--- src/rtl/mem_data_arbiter.sv ---
// Round-robin two-port arbiter in front of the single-port data memory.
// One winner is latched, drives memory for one cycle, then completes.
module mem_data_arbiter #(
  parameter int XLEN       = 32,
  parameter int TAM        = 16,
  parameter int ADDRESSLEN = 32
) (
  input  logic                  clk,
  input  logic                  rst_n,
  input  logic                  req0,
  input  logic                  req1,
  input  logic                  we0,
  input  logic                  we1,
  input  logic [ADDRESSLEN-1:0] addr0,
  input  logic [ADDRESSLEN-1:0] addr1,
  input  logic [XLEN-1:0]       wdata0,
  input  logic [XLEN-1:0]       wdata1,
  output logic                  gnt0,
  output logic                  gnt1,
  output logic                  done0,
  output logic                  done1,
  output logic                  err0,
  output logic                  err1,
  output logic [XLEN-1:0]       rdata0,
  output logic [XLEN-1:0]       rdata1,
  output logic [ADDRESSLEN-1:0] mem_writeAddress,
  output logic [ADDRESSLEN-1:0] mem_readAddress,
  output logic [XLEN-1:0]       mem_data,
  output logic                  mem_writeEnabled,
  output logic                  mem_readEnabled,
  input  logic [XLEN-1:0]       mem_out
);

  typedef enum logic [1:0] {
    IDLE   = 2'd0,
    ACCESS = 2'd1,
    DONE   = 2'd2
  } state_t;

  state_t                state;
  state_t                nxt;
  logic                  owner;
  logic                  last;
  logic                  lat_we;
  logic [ADDRESSLEN-1:0] lat_addr;
  logic [XLEN-1:0]       lat_wdata;
  logic                  any_req;
  logic                  win;
  logic                  accept;
  logic                  lat_err;

  assign any_req = req0 | req1;
  // On conflict the port not served last wins
  assign win     = (req0 & req1) ? ~last : req1;
  assign accept  = any_req & ((state == IDLE) | (state == DONE));
  assign lat_err = (lat_addr[1:0] != 2'b00) ||
    (lat_addr[ADDRESSLEN-1:2] >= (ADDRESSLEN-2)'(TAM));

  always_ff @(posedge clk or negedge rst_n) begin
    if (!rst_n) state <= IDLE;
    else        state <= nxt;
  end

  always_comb begin
    nxt = IDLE;
    unique case (state)
      IDLE:    nxt = any_req ? ACCESS : IDLE;
      ACCESS:  nxt = DONE;
      DONE:    nxt = any_req ? ACCESS : IDLE;
      default: nxt = IDLE;
    endcase
  end

  always_comb begin
    gnt0             = 1'b0;
    gnt1             = 1'b0;
    done0            = 1'b0;
    done1            = 1'b0;
    err0             = 1'b0;
    err1             = 1'b0;
    mem_writeEnabled = 1'b0;
    mem_readEnabled  = 1'b0;
    unique case (1'b1)
      (state == ACCESS): begin
        gnt0             = ~owner;
        gnt1             = owner;
        mem_writeEnabled = lat_we & ~lat_err;
        mem_readEnabled  = ~lat_we & ~lat_err;
      end
      (state == DONE): begin
        done0 = ~owner;
        done1 = owner;
        err0  = ~owner & lat_err;
        err1  = owner & lat_err;
      end
      default: ;
    endcase
  end

  assign mem_writeAddress = lat_addr;
  assign mem_readAddress  = lat_addr;
  assign mem_data         = lat_wdata;

  always_ff @(posedge clk or negedge rst_n) begin
    if (!rst_n) begin
      owner     <= 1'b0;
      last      <= 1'b1;
      lat_we    <= 1'b0;
      lat_addr  <= '0;
      lat_wdata <= '0;
    end else if (accept) begin
      owner     <= win;
      last      <= win;
      lat_we    <= win ? we1 : we0;
      lat_addr  <= win ? addr1 : addr0;
      lat_wdata <= win ? wdata1 : wdata0;
    end
  end

  // Read word is captured at the edge that ends ACCESS
  always_ff @(posedge clk or negedge rst_n) begin
    if (!rst_n) begin
      rdata0 <= '0;
      rdata1 <= '0;
    end else if (state == ACCESS) begin
      if (!owner) begin
        if (lat_err)     rdata0 <= '0;
        else if (!lat_we) rdata0 <= mem_out;
      end else begin
        if (lat_err)     rdata1 <= '0;
        else if (!lat_we) rdata1 <= mem_out;
      end
    end
  end

endmodule

--- config.mk ---
export PLATFORM = sky130hd
export DESIGN_NAME = mem_data_arbiter
export DESIGN_NICKNAME = d
export VERILOG_FILES = /design/src/rtl/mem_data_arbiter.sv
export SDC_FILE = /design/constraint.sdc
export NUM_CORES = 1
export LEC_CHECK = 0
export BUFFER_PORTS_ARGS = -buffer_cell sky130_fd_sc_hd__buf_4
export CAP_MARGIN = 20
export CORE_AREA = 2 2 130 132
export DETAILED_ROUTE_END_ITERATION = 8
export DIE_AREA = 0 0 132 134
export HOLD_SLACK_MARGIN = 0.1
export MAX_ROUTING_LAYER = met4
export PLACE_DENSITY = 0.69
export SKIP_CTS_REPAIR_TIMING = 1
export SLEW_MARGIN = 20
export SYNTH_ARGS = -nofsm -noshare
export SYNTH_HDL_FRONTEND = slang
export SYNTH_SLANG_ARGS = --single-unit
--- constraint.sdc ---
create_clock -name clk -period 1.95 [get_ports clk]
set_input_delay 0.195 -clock clk [delete_from_list [all_inputs] [get_ports clk]]
set_output_delay 0.195 -clock clk [all_outputs]
set_load 0.05 [all_outputs]
Yosys cells after proc, flatten, opt, wreduce, memory -nomap -nowiden
Index checks and enable logic that the tools add are counted.
- flip-flop bits (word level): 133
- input bits: 166
- output and inout port bits: 168
- logic and storage cells: 46
- order comparisons: 1
- equal/unequal tests: 3
- mux-type cells: 16
- bitwise logic cells: 12
- reduce and logical (&&, ||, !) cells: 6
- operator list (operator ; count):
    two-way mux 32 bit ; 4
    >= comparator 30 x 5 -> 1 bit, second input constant ; 1
    two-way mux 1 bit ; 11
    bitwise AND 1 bit ; 6
    AND reduction 3 bit ; 2
    inverter 1 bit ; 4
    one-hot mux 2 bit (2 select lines) ; 1
    equality test 2 x 1 -> 1 bit, second input constant ; 1
    equality test 2 bit, second input constant ; 1
    logical NOT 2 bit ; 1
    inequality test 2 x 1 -> 1 bit, second input constant ; 1
    OR 1 bit ; 2
    nonzero test 2 bit ; 1
    OR reduction 2 bit ; 1
    logical OR 1 bit ; 1

Longest topological paths before layout
- depth in word-level cells: 5
- mapped depth: 6
- depth with buffers taken out: 4

Worst setup path after synthesis
No wires, ideal clock.
- path type: reg2out
- from: register state[0]
- to: output err0
- data arrival time: 2429 ps
- required time: 1755 ps
- path slack: -674 ps
- stages on the path, launching flop included: 3
- path buffers: 0
- path through: dfrtp_1 > nor3b_1 > nor2b_1
- word-level cells in the longest chain between the ends: 2
- RTL lines (item ; RTL line ; RTL):
    start, declared ; 40 ; state_t state;
    start signal, assigned ; 61 ; else state <= nxt;
    equality test 2 bit ; 90 ; (state == DONE): begin
    two-way mux 1 bit ; 83 ; unique case (1'b1)
    end, declared ; 22 ; output logic err0,
Every way passes these cells.

Worst setup path in the final report
- from: register lat_addr[0] (netlist: mem_readAddress[0])
- to: output mem_readEnabled
- word-level cells in the longest chain between the ends: 5
- RTL lines (item ; RTL line ; RTL):
    start, declared ; 45 ; logic [ADDRESSLEN-1:0] lat_addr;
    start signal, assigned ; 115 ; lat_addr <= win ? addr1 : addr0;
    nonzero test 2 bit ; 56 ; assign lat_err = (lat_addr[1:0] != 2'b00) ||
    logical OR 1 bit ; 56 ;
    inverter 1 bit ; 88 ; mem_readEnabled = ~lat_we & ~lat_err;
    bitwise AND 1 bit ; 88 ;
    two-way mux 1 bit ; 83 ;
    end, declared ; 30 ; output logic mem_readEnabled,
Every way passes these cells.

==> key figures <==
Routing
  • Drt pass-1 iters: 4
  • Routed via count: 5420
  • Post-route DRC: 0
  • Post-DRT Antenna Nets: 0
  • Drt first-iter violations: between 200 and 300
  • DRT Wirelength: 19690 um
  • Via/cell ratio: 4.801
  • WL/cell: roughly 17 um

Critical path
  • Slowest CP cell: dfrtp_2
  • Crit-path cells: nor4_4 -> nand4_4 -> nor3_4 -> and3b_2 -> buf_8
  • Critical Path Max Stage Delay: between 0.4 and 0.5 ns
  • Worst Path Required: about 1.8 ns
  • CP arrival: 2.05 ns
  • Worst Setup EP: mem_readEnabled
  • CP Capture Type: output pin
  • CP Launch Point: mem_readAddress[0]$_DFFE_PN0P_
  • Reg2reg start: last$_DFFE_PN1P_
  • Crit Path Max Fanout: 3
  • CP Launch Type: register
  • Reg2reg path depth: 5
  • Capturing point of the worst reg2reg path: mem_data[23]$_DFFE_PN0P_
  • Reg2reg setup slack: 0.11 ns
  • Crit Path Category: register to output pin

Min path
  • Hold WC Path Type: primary input to register

Synthesis
  • Synth async-reset ratio: 1.000
  • Post-Syn Nets: approximately 700
  • Post-synthesis cell count: 527
  • Post-synth top area share: 0.5483
  • Register bit count reported by yosys: 133
  • Post-synth top flop: dfrtp_1
  • Synthesized cell area: 6025 um2
  • Yosys top cell by area: dfrtp_1
  • Post-synth EDFFs: 0
  • Post-Synthesis Mean Instance Area: 11.43 um2
  • Distinct cells, synth: 27
  • Area contributors post-synth: dfrtp_1 (55%), mux2i_1 (11%), a22o_1 (9.3%)
  • Yosys Warn Count: 0
  • Share of the yosys chip area belonging to registers: 0.5526

Run status
  • Failing checks: setup timing
  • Status: finished with violations

Clock tree
  • Worst-skew pair later-pin latency: 0.41 ns
  • Clock Sinks: 133
  • Num CTS Buffers: 17
  • Root Driver: clkbuf_16
  • Clock buffer depth: 2
  • TritonCTS clock tree: done
  • Clock-pin slew on the worst setup and hold paths: around 0.060 ns
  • H-tree Lvls: 4

Power and ir drop
  • Combinational power share: 0.361
  • Sw Pwr: 4.096 mW
  • Worst VDD drop: 0.0007034 V
  • Total power: about 11 mW
  • Clock network fraction of design power: 0.317
  • PwrDens: about 1000 nW/um2
  • Cell-internal power: 6.423 mW
  • Sw frac: 0.3894
  • Static Leakage: 5.217 nW
  • Seq pwr share: 0.321

Floorplanning
  • Top-Level Pins: roughly 330
  • DIE HEIGHT: roughly 130 um
  • Core Region: 16290 um2
  • Row count: 47
  • Initial Util: 0.3698
  • Die Area: 17690 um2
  • Die X: 132 um

Final layout
  • Area growth syn-to-layout: 66.75%
  • NumNets Final: 1062
  • Final core utilization: 0.6167
  • Multi-input gate area: ~2400 um2
  • Fillers: 1375
  • Register area: between 3000 and 4000 um2
  • Share of post-route cells with drive strength above 1: 0.4796
  • Fin area: 10050 um2
  • Non-filler cells in the finished layout: 1129
  • Antenna cells: 0

Placed design
  • Port Buf Inserts: 333
  • DP Area: 8796 um2
  • Final Wtd Congestion: ~0.8
  • Placed Cells: 1040
  • DP HPWL: roughly 14000 um

STA
  • Worst slew pin tran: roughly 0.46 ns
  • Hold Vio Cnt, Final: 0
  • Slew Viols, Final: 0
  • Final setup viols: 4
  • Fmax: 444.7 MHz
  • Tcrit/Tclk final: 1.153
  • Minimum clock period: between 2 and 2.5 ns
  • Setup tns final: -1.124 ns
  • Normalized max-slew margin: 0.6812
  • Final WS setup: -0.2987 ns
  • Unrepaired setup endpoints after global routing: true
  • Fin Clk Skew: 0.008074 ns

Global routing
  • Global route overflow: 0
  • Initial antenna violation count: 0
  • Total GRT Usage: 0.2175
  • Vias in the first global route: 5121
  • First-pass GRT wire length: about 29000 um
  • Pin count of the biggest net entering global routing: 85

Run
  • Max cap viols: 0
## state kept, by name (all words and copies together) (netlist names)
name and count:
last 1, lat_we 1, mem_data 32, mem_readAddress 32, owner 1, rdata0 32
rdata1 32, state 2
## per-stage QoR
step / setup WS (ns) / hold slack [ns]
6_report: -0.2987 / 0.07468
5_1_grt: -0.4307 / 0.09240
4_1_cts: -0.4656 / -0.3322
3_5_place_dp: -0.01724 / 0.1135
3_3_place_gp: -0.01590 / 0.1142
2_1_floorplan: -0.1532 / -0.1006
## final cells by class
class | instances | area share
clock inverter | 15 | 0.01906
multi-input combinational | 324 | 0.2364
timing repair buffer | 418 | 0.3405
sequential | 133 | 0.3335
tap | 220 | 0.02740
clock buffer | 17 | 0.04235
inverter | 2 | 0.0007473
## per-layer routing
metal,GRT usage,share of wire,up-vias
met5,-,0,-
met4,0.05556,0.010,0
met3,0.06349,0.069,14
met2,0.3573,0.52,227
met1,0.2646,0.40,2596
li1,-,-,2583
## cells by family after synthesis
family          Yosys count  synth area share
simple gates            124            0.1171
compound gates          135            0.1522
flops                   133            0.5526
buf+inv                  70           0.06999
mux                      65            0.1080
## cells in the mapped netlist, drive strengths merged, types with 2 or more instances
| master | count |
|---|---|
| nand4 | 2 |
| dfrtp | 132 |
| and3 | 2 |
| o21ai | 69 |
| mux2i | 65 |
| a22o | 64 |
| nor3 | 2 |
| nor4 | 7 |
| clkbuf | 20 |
| nand2 | 70 |
| buf | 48 |
| nor3b | 2 |
| inv | 2 |
| nor2b | 35 |
## worst min path at each step
stage / slack, ns / end / from / cells after the start
after global routing: 0.09 / mem_readAddress[22]$_DFFE_PN0P_ / addr1[22] / 3
after CTS: -0.33 / rdata1[17]$_DFFE_PN0P_ / rst_n / 1
after detailed placement: 0.11 / rdata1[17]$_DFFE_PN0P_ / rst_n / 1
final: 0.07 / mem_data[8]$_DFFE_PN0P_ / wdata1[8] / 3
after floorplan: -0.10 / lat_we$_DFFE_PN0P_ / rst_n / 0
after global placement: 0.11 / rdata1[17]$_DFFE_PN0P_ / rst_n / 1
## power by group through the flow
stage                     sequential [mW]  combinational (mW)  clock [mW]
after global placement               3.40                3.66           0
after detailed placement             3.40                3.68           0
after global routing                 3.42                3.99        3.54
after CTS                            3.37                3.68        3.41
final                                3.38                3.80        3.34
after floorplan                      4.35                1.46           0
## critical path, delay by kind of cell (launching register included)
| family | cells | cell delay, ns |
|---|---|---|
| flip-flops | 1 | 0.43 |
| AND/OR/NAND/NOR | 4 | 1.07 |
| buffers and inverters | 1 | 0.14 |
## layout by cell type (no fill, tap or decap), types with 2 or more instances in the layout
cell	instances
nor3b_2	2
a22o_1	64
mux2i_1	65
bufinv_16	3
nor4_4	6
inv_6	6
clkinvlp_4	2
dlygate4sd3_1	54
dfrtp_1	115
dfrtp_2	17
nand2_1	68
o21ai_0	66
buf_12	10
clkinv_4	2
nor3_4	2
clkbuf_16	17
buf_6	2
inv_1	2
nor2b_1	34
o21ai_2	2
buf_4	350
buf_8	2
Power figures use the tool's default switching activity.
